**config.mk**
```make
export PLATFORM = sky130hd
export DESIGN_NAME = dmem_arbiter
export DESIGN_NICKNAME = d
export VERILOG_FILES = /design/src/rtl/pipe_pkg.sv /design/src/rtl/dmem_arbiter_rr.sv /design/src/rtl/dmem_arbiter.sv
export SDC_FILE = /design/constraint.sdc
export NUM_CORES = 1
export LEC_CHECK = 0
export CAP_MARGIN = 0
export CORE_AREA = 3 3 114 116
export CTS_CLUSTER_SIZE = 16
export DETAILED_ROUTE_END_ITERATION = 12
export DIE_AREA = 0 0 117 119
export GPL_TIMING_DRIVEN = 0
export HOLD_SLACK_MARGIN = 0.15
export PLACE_DENSITY = 0.79
export SKIP_CTS_REPAIR_TIMING = 1
export SYNTH_ARGS = -nofsm -noshare
export SYNTH_HDL_FRONTEND = slang
export SYNTH_SLANG_ARGS = --single-unit
export TNS_END_PERCENT = 50
```
**constraint.sdc**
```tcl
create_clock -name clk_i -period 3.1 [get_ports clk_i]
set_input_delay 0.62 -clock clk_i [delete_from_list [all_inputs] [get_ports clk_i]]
set_output_delay 0.62 -clock clk_i [all_outputs]
set_load 0.01 [all_outputs]
```
**src/rtl/pipe_pkg.sv**
```systemverilog
// Shared types and constants for the data-memory arbiter.
// Arbiter FSM states, requester ids and the read-latency bound.
package pipe_pkg;

    localparam int MEM_LAT_MAX = 4;
    localparam int LAT_W       = $clog2(MEM_LAT_MAX);

    typedef enum logic {
        ARB_IDLE = 1'b0,
        ARB_WAIT = 1'b1
    } arb_state_e;

    typedef enum logic {
        REQ_CORE = 1'b0,
        REQ_DBG  = 1'b1
    } req_id_e;

endpackage

```
**src/rtl/dmem_arbiter_rr.sv**
```systemverilog
// Two-way round-robin grant logic: bit 0 = core, bit 1 = debug.
// The last winner loses the next conflict; history moves only when upd_en is set.
module rr_arb2
    import pipe_pkg::*;
(
    input  logic       clk,
    input  logic       rst_n,
    input  logic [1:0] req,
    input  logic       upd_en,
    output logic [1:0] gnt
);

    req_id_e last_gnt_r;

    // One-hot grant selection from the request vector and history
    always_comb begin
        gnt = 2'b00;
        case (req)
            2'b01:   gnt = 2'b01;
            2'b10:   gnt = 2'b10;
            2'b11:   gnt = (last_gnt_r == REQ_DBG) ? 2'b01 : 2'b10;
            default: gnt = 2'b00;
        endcase
    end

    // Winner history; debug after reset so the core wins the first conflict
    always_ff @(posedge clk) begin
        if (!rst_n) begin
            last_gnt_r <= REQ_DBG;
        end else if (upd_en && (gnt != 2'b00)) begin
            last_gnt_r <= gnt[1] ? REQ_DBG : REQ_CORE;
        end else begin
            last_gnt_r <= last_gnt_r;
        end
    end

endmodule

```
**src/rtl/dmem_arbiter.sv**
```systemverilog
// Shares the data memory between the core MW stage and the debug/loader port.
// Writes complete in the grant cycle; reads hold the address for MEM_LAT cycles.
module dmem_arbiter
    import pipe_pkg::*;
#(
    parameter int ADDR_W  = 32,
    parameter int DATA_W  = 32,
    parameter int MEM_LAT = 1
) (
    input  logic              clk_i,
    input  logic              rst_n_i,
    input  logic              core_req_i,
    input  logic              core_we_i,
    input  logic [ADDR_W-1:0] core_addr_i,
    input  logic [DATA_W-1:0] core_wdata_i,
    output logic              core_gnt_o,
    output logic              core_rvalid_o,
    output logic [DATA_W-1:0] core_rdata_o,
    output logic              core_stall_o,
    input  logic              dbg_req_i,
    input  logic              dbg_we_i,
    input  logic [ADDR_W-1:0] dbg_addr_i,
    input  logic [DATA_W-1:0] dbg_wdata_i,
    output logic              dbg_gnt_o,
    output logic              dbg_rvalid_o,
    output logic [DATA_W-1:0] dbg_rdata_o,
    output logic              mem_we_o,
    output logic [ADDR_W-1:0] mem_addr_o,
    output logic [DATA_W-1:0] mem_wdata_o,
    input  logic [DATA_W-1:0] mem_rdata_i
);

    arb_state_e        state_r, state_nxt_s;
    logic [LAT_W-1:0]  lat_cnt_r, lat_cnt_nxt_s;
    req_id_e           owner_r, owner_nxt_s;
    logic [ADDR_W-1:0] addr_r, addr_nxt_s;
    logic [DATA_W-1:0] wdata_r, wdata_nxt_s;
    logic              idle_s;
    logic              rvalid_s;
    logic [1:0]        arb_req_s;
    logic [1:0]        arb_gnt_s;
    logic              sel_we_s;
    logic [ADDR_W-1:0] sel_addr_s;
    logic [DATA_W-1:0] sel_wdata_s;
    req_id_e           sel_id_s;

    // Arbitration is only open in IDLE and never while reset is applied
    always_comb begin
        if (rst_n_i && (state_r == ARB_IDLE)) begin
            idle_s    = 1'b1;
            arb_req_s = {dbg_req_i, core_req_i};
        end else begin
            idle_s    = 1'b0;
            arb_req_s = 2'b00;
        end
    end

    rr_arb2 u_rr_arb2 (
        .clk    (clk_i),
        .rst_n  (rst_n_i),
        .req    (arb_req_s),
        .upd_en (idle_s),
        .gnt    (arb_gnt_s)
    );

    // Mux the winning requester's command
    always_comb begin
        if (arb_gnt_s[1]) begin
            sel_we_s    = dbg_we_i;
            sel_addr_s  = dbg_addr_i;
            sel_wdata_s = dbg_wdata_i;
            sel_id_s    = REQ_DBG;
        end else begin
            sel_we_s    = core_we_i;
            sel_addr_s  = core_addr_i;
            sel_wdata_s = core_wdata_i;
            sel_id_s    = REQ_CORE;
        end
    end

    // Next-state, latency counting and memory-side drive
    always_comb begin
        state_nxt_s   = state_r;
        lat_cnt_nxt_s = lat_cnt_r;
        owner_nxt_s   = owner_r;
        addr_nxt_s    = addr_r;
        wdata_nxt_s   = wdata_r;
        rvalid_s      = 1'b0;
        mem_we_o      = 1'b0;
        mem_addr_o    = addr_r;
        mem_wdata_o   = wdata_r;
        case (state_r)
            ARB_IDLE: begin
                if (arb_gnt_s != 2'b00) begin
                    mem_we_o    = sel_we_s;
                    mem_addr_o  = sel_addr_s;
                    mem_wdata_o = sel_wdata_s;
                    addr_nxt_s  = sel_addr_s;
                    wdata_nxt_s = sel_wdata_s;
                    owner_nxt_s = sel_id_s;
                    if (!sel_we_s) begin
                        state_nxt_s   = ARB_WAIT;
                        lat_cnt_nxt_s = LAT_W'(MEM_LAT - 1);
                    end else begin
                        state_nxt_s = ARB_IDLE;
                    end
                end else begin
                    state_nxt_s = ARB_IDLE;
                end
            end
            ARB_WAIT: begin
                if (lat_cnt_r == {LAT_W{1'b0}}) begin
                    rvalid_s    = rst_n_i;
                    state_nxt_s = ARB_IDLE;
                end else begin
                    lat_cnt_nxt_s = lat_cnt_r - {{(LAT_W-1){1'b0}}, 1'b1};
                end
            end
            default: begin
                state_nxt_s = ARB_IDLE;
            end
        endcase
    end

    // Route the returning read to its owner; rdata is zero outside the strobe
    always_comb begin
        core_gnt_o    = arb_gnt_s[0];
        dbg_gnt_o     = arb_gnt_s[1];
        core_rvalid_o = 1'b0;
        core_rdata_o  = {DATA_W{1'b0}};
        dbg_rvalid_o  = 1'b0;
        dbg_rdata_o   = {DATA_W{1'b0}};
        if (rvalid_s && (owner_r == REQ_DBG)) begin
            dbg_rvalid_o = 1'b1;
            dbg_rdata_o  = mem_rdata_i;
        end else if (rvalid_s) begin
            core_rvalid_o = 1'b1;
            core_rdata_o  = mem_rdata_i;
        end else begin
            core_rvalid_o = 1'b0;
        end
    end

    assign core_stall_o = core_req_i & ~((core_gnt_o & core_we_i) | core_rvalid_o);

    // State and held-command registers
    always_ff @(posedge clk_i) begin
        if (!rst_n_i) begin
            state_r   <= ARB_IDLE;
            lat_cnt_r <= {LAT_W{1'b0}};
            owner_r   <= REQ_CORE;
            addr_r    <= {ADDR_W{1'b0}};
            wdata_r   <= {DATA_W{1'b0}};
        end else begin
            state_r   <= state_nxt_s;
            lat_cnt_r <= lat_cnt_nxt_s;
            owner_r   <= owner_nxt_s;
            addr_r    <= addr_nxt_s;
            wdata_r   <= wdata_nxt_s;
        end
    end

endmodule

```
==> results.txt <==
- Leaving out filler cells and counting taps, the final layout contains 996.
- After filler insertion, the fill cell instance count of the layout stands at 962.
- Worst-path clk slew: 50 ps
- Worst-case register-to-register setup slack: 1370 ps
- Hold Path Cell Cnt: 2
- In this run the tightest slew margin relative to its limit is between 60 and 70%.
- Number of nets at the end of the flow: 1,010
* First DRT Iteration DRCs: 220
* Part of the Yosys area used for sequential elements: ~34%
* Required time at the worst-slack endpoint: 2480 ps
- Boundary pin count: 300
* Hold EP: owner_r$_SDFFE_PN0P_
- First-pass GRT wire length: between 20,000 and 30,000 um
- Measured along the y axis, the die boundary spans 119 um.
* Post-place instance area: 7247 um2
- Most frequent standard cell in the layout excluding fill and tap cells: sky130_fd_sc_hd__clkdlybuf4s50_1
- In this run the critical register-to-register path is launched from state_r$_SDFF_PN0_.
* RSZ-0062 raised after global routing: true
- The via count of the first global-routing pass is 5,129.
* GP Congestion: 0.8984
- Via count of the routed design: between 5,000 and 6,000
* Residual DRC count: 0
* Placement Rows: 40
* Half-perimeter wire length of the detailed placement result: between 10,000 and 15,000 um
- PD cells: 404.0 nW/um2
- Clock tree sinks: 69
- Share of layout cells above drive strength 1: about 8.5%
- Count of final hold-check violations: 0
- Slowest cell on the critical path: sky130_fd_sc_hd__clkdlybuf4s50_1
- Max-cap violations in this run came to 0.
- The setup path with the least slack is of type input pin to output port.
- All-layer global routing usage: 24.55%
- Top library cells by usage in the layout, fill and taps aside: sky130_fd_sc_hd__clkdlybuf4s50_1, sky130_fd_sc_hd__a21oi_1, sky130_fd_sc_hd__dfxtp_1, sky130_fd_sc_hd__nor2_1, sky130_fd_sc_hd__and2_1
- Clock skew: 6.703 ps
- Path depth of the worst reg2reg path: 5
* Outcome: complete, but fails checks
- Layout overhead on the synthesized area: 93.84%
* Inst Count DP: a little under 1,000
- Max Fanout on Critical Path: 10
- Number of antenna violations at the first check in global routing: 3
* Detail Route Antenna Nets: 0
- Total power for the finished layout comes to 3.195 mW.
- Highest Clock Rate: 309.3 MHz
- Area of the die: 13,920 um2
* Buffer type at the clock tree root: sky130_fd_sc_hd__clkbuf_16
- Number of warning messages in the yosys log: 0
* Type of element launching the critical path: input pin
- PnR worst setup slack: -133.5 ps
* Worst Tran Pin Value: about 460 ps
- Violations in the final reports: setup timing
- The finished cells cover 7909 um2.
* First-pass detailed-route iteration total: 4
- Buffers placed on the I/O ports in this run total 298.
- The die is approximately 120 um wide.
- At the later pin of the worst-skew pair, clock insertion delay measures between 300 and 400 ps.
- Setup violations remaining at the end of the flow were counted as 27.
* Clock buffer depth: 2
- Averaged over all synthesized cells, the footprint is 7.641 um2.
* Maximum number of pins on one net before global-route repair: 13
- On the final layout, the worst hold slack is ~470 ps.
* Crit. End Element: output port
- Total negative slack for setup checks: -1362 ps
* Crit-path cells: clkdlybuf4s50_1 > nand3_4 > buf_12 > buf_12 > mux2i_2 > a21oi_1 > clkdlybuf4s50_1
- CTS tree: done
* Synthesized net count: between 700 and 800
* Crit-path leading delay family: buffers and inverters
- Wire length after detailed routing: 18,030 um
- Routed length on met3: 1563 um
* Core outline area: about 12,000 um2
- Final Cycle Share: 104.3%
- Overflow after GRT: 0
- Peak supply drop: approximately 0.3 mV
- In the detailed route, the total length drawn on met2 is roughly 9500 um.
- Tightest Hold Check Type: flip-flop to flip-flop
- Synthesis produced approximately 530 cells.
- Max-slew violation count: 0
- Critical path's largest stage delay: 580 ps
* Register bit count reported by yosys: 69
* Met1 routed wirelength after detailed routing: about 6300 um
* CTS buffer count: 9
* Post-synth cell types: 29
- Initial cell density of the core: 33.97%
* Routed vias/inst: 5.152
- Data arrival time of the critical path: 2610 ps
* Cell area after synthesis: about 4100 um2
* Hold Path Origin: owner_r$_SDFFE_PN0P_
- Leakage power summed over all cells: 3.655 nW
* Critical path buffers and inverters: 4
- The highest layer touched by signal routing is met5.
* Terminus of the critical flop-to-flop path: addr_r[3]$_SDFF_PN0_
* H-tree depth reported by CTS: 3
- Dividing the detail-routed wire length by the instance count gives around 18 um.
- Subtracting the final worst setup slack from the clock period gives 3233 ps.
## tightest hold or removal path, stage by stage, from the launching register on
cell and delay [ps]:
sky130_fd_sc_hd__dfxtp_1 310, sky130_fd_sc_hd__nand2_1 50, sky130_fd_sc_hd__o21ai_0 60
## flip-flops by register name, summed over array words and instances (netlist names)
register,count
owner_r,1
wdata_r,32
u_rr_arb2.last_gnt_r,1
state_r,1
addr_r,32
lat_cnt_r,2
## cell usage after synthesis
cell type / n / share of area [%]
sky130_fd_sc_hd__o21ai_0: 30 / 3.7
sky130_fd_sc_hd__clkbuf_1: 25 / 2.3
sky130_fd_sc_hd__o21ai_1: 36 / 4.4
sky130_fd_sc_hd__nor3b_1: 1 / 0.18
sky130_fd_sc_hd__and2b_4: 1 / 0.25
sky130_fd_sc_hd__buf_6: 2 / 0.55
sky130_fd_sc_hd__ha_1: 1 / 0.31
sky130_fd_sc_hd__nand2_1: 5 / 0.46
sky130_fd_sc_hd__mux2i_1: 65 / 16
sky130_fd_sc_hd__nand2b_1: 2 / 0.31
sky130_fd_sc_hd__dfxtp_1: 69 / 34
sky130_fd_sc_hd__nor2b_1: 1 / 0.15
sky130_fd_sc_hd__and2_1: 64 / 9.8
sky130_fd_sc_hd__a21boi_1: 1 / 0.18
sky130_fd_sc_hd__o221a_2: 1 / 0.28
sky130_fd_sc_hd__nor2_1: 66 / 6.1
sky130_fd_sc_hd__o21a_1: 1 / 0.18
sky130_fd_sc_hd__buf_2: 14 / 1.7
sky130_fd_sc_hd__a31o_1: 1 / 0.21
sky130_fd_sc_hd__nand3b_1: 1 / 0.18
sky130_fd_sc_hd__o211ai_1: 1 / 0.18
sky130_fd_sc_hd__a21oi_1: 128 / 16
sky130_fd_sc_hd__nand3_1: 2 / 0.25
sky130_fd_sc_hd__nand3_2: 1 / 0.25
sky130_fd_sc_hd__buf_8: 2 / 0.74
sky130_fd_sc_hd__buf_4: 6 / 1.1
sky130_fd_sc_hd__inv_2: 1 / 0.092
sky130_fd_sc_hd__a211oi_1: 1 / 0.18
sky130_fd_sc_hd__inv_1: 5 / 0.46
## power breakdown
part | switching, mW | total, mW | leakage [nW] | internal (mW)
registers | 0.0398 | 1.00 | 0.571 | 0.964
logic | 0.458 | 1.01 | 2.92 | 0.556
clock network | 0.391 | 1.18 | 0.163 | 0.786
total | 0.889 | 3.20 | 3.66 | 2.31
## metal layers
metal,GRT usage (%),vias up
met3,6.911,47
met4,10.61,4
li1,-,2474
met2,44.63,258
met1,25.78,2348
met5,0,-
## worst max-delay path by stage
stage	slack [ps]	end	cells past startpoint	start
after floorplan	780	mem_wdata_o[24]	7	rst_n_i
after global placement	-390	mem_wdata_o[13]	8	core_req_i
after detailed placement	-430	mem_wdata_o[12]	8	core_req_i
after CTS	-440	mem_wdata_o[12]	8	core_req_i
after global routing	-220	mem_wdata_o[19]	7	dbg_req_i
final	-130	mem_wdata_o[8]	7	dbg_req_i
## metrics by stage
step           util [%]  setup slack [ps]
2_1_floorplan         -             783.7
3_3_place_gp      60.33            -391.1
3_5_place_dp      60.33            -434.6
4_1_cts           63.17            -441.4
5_1_grt           65.82            -220.0
6_report          65.84            -133.5
## logic make-up (layout without fill, tap and decap cells)
group                      after synthesis  in the layout  share of synthesized area, %
AOI/OAI and AO/OA                      200            200                         25.02
adders and majority gates                1              1                        0.3066
buffers and inverters                   55            369                         6.961
DFF                                     69             69                         33.85
muxes                                   65             65                         15.95
other                                    0              1                             0
and+or+nand+nor                        144            144                         17.91
## layout make-up
cell class              instances  area [um2]  share of cell area (%)
repair buffers                298        3078                   38.92
multi-input cells             410        2585                   32.68
flip-flops and latches         69        1381                   17.47
plain buffers                  49       315.3                   3.987
clock buffers                  10       229.0                   2.895
well taps                     147       183.9                   2.326
clock inverters                 6       111.4                   1.408
inverters                       6       22.52                  0.2848
diodes                          1       2.502                 0.03164
No activity file was read; power rests on OpenSTA's default activity.
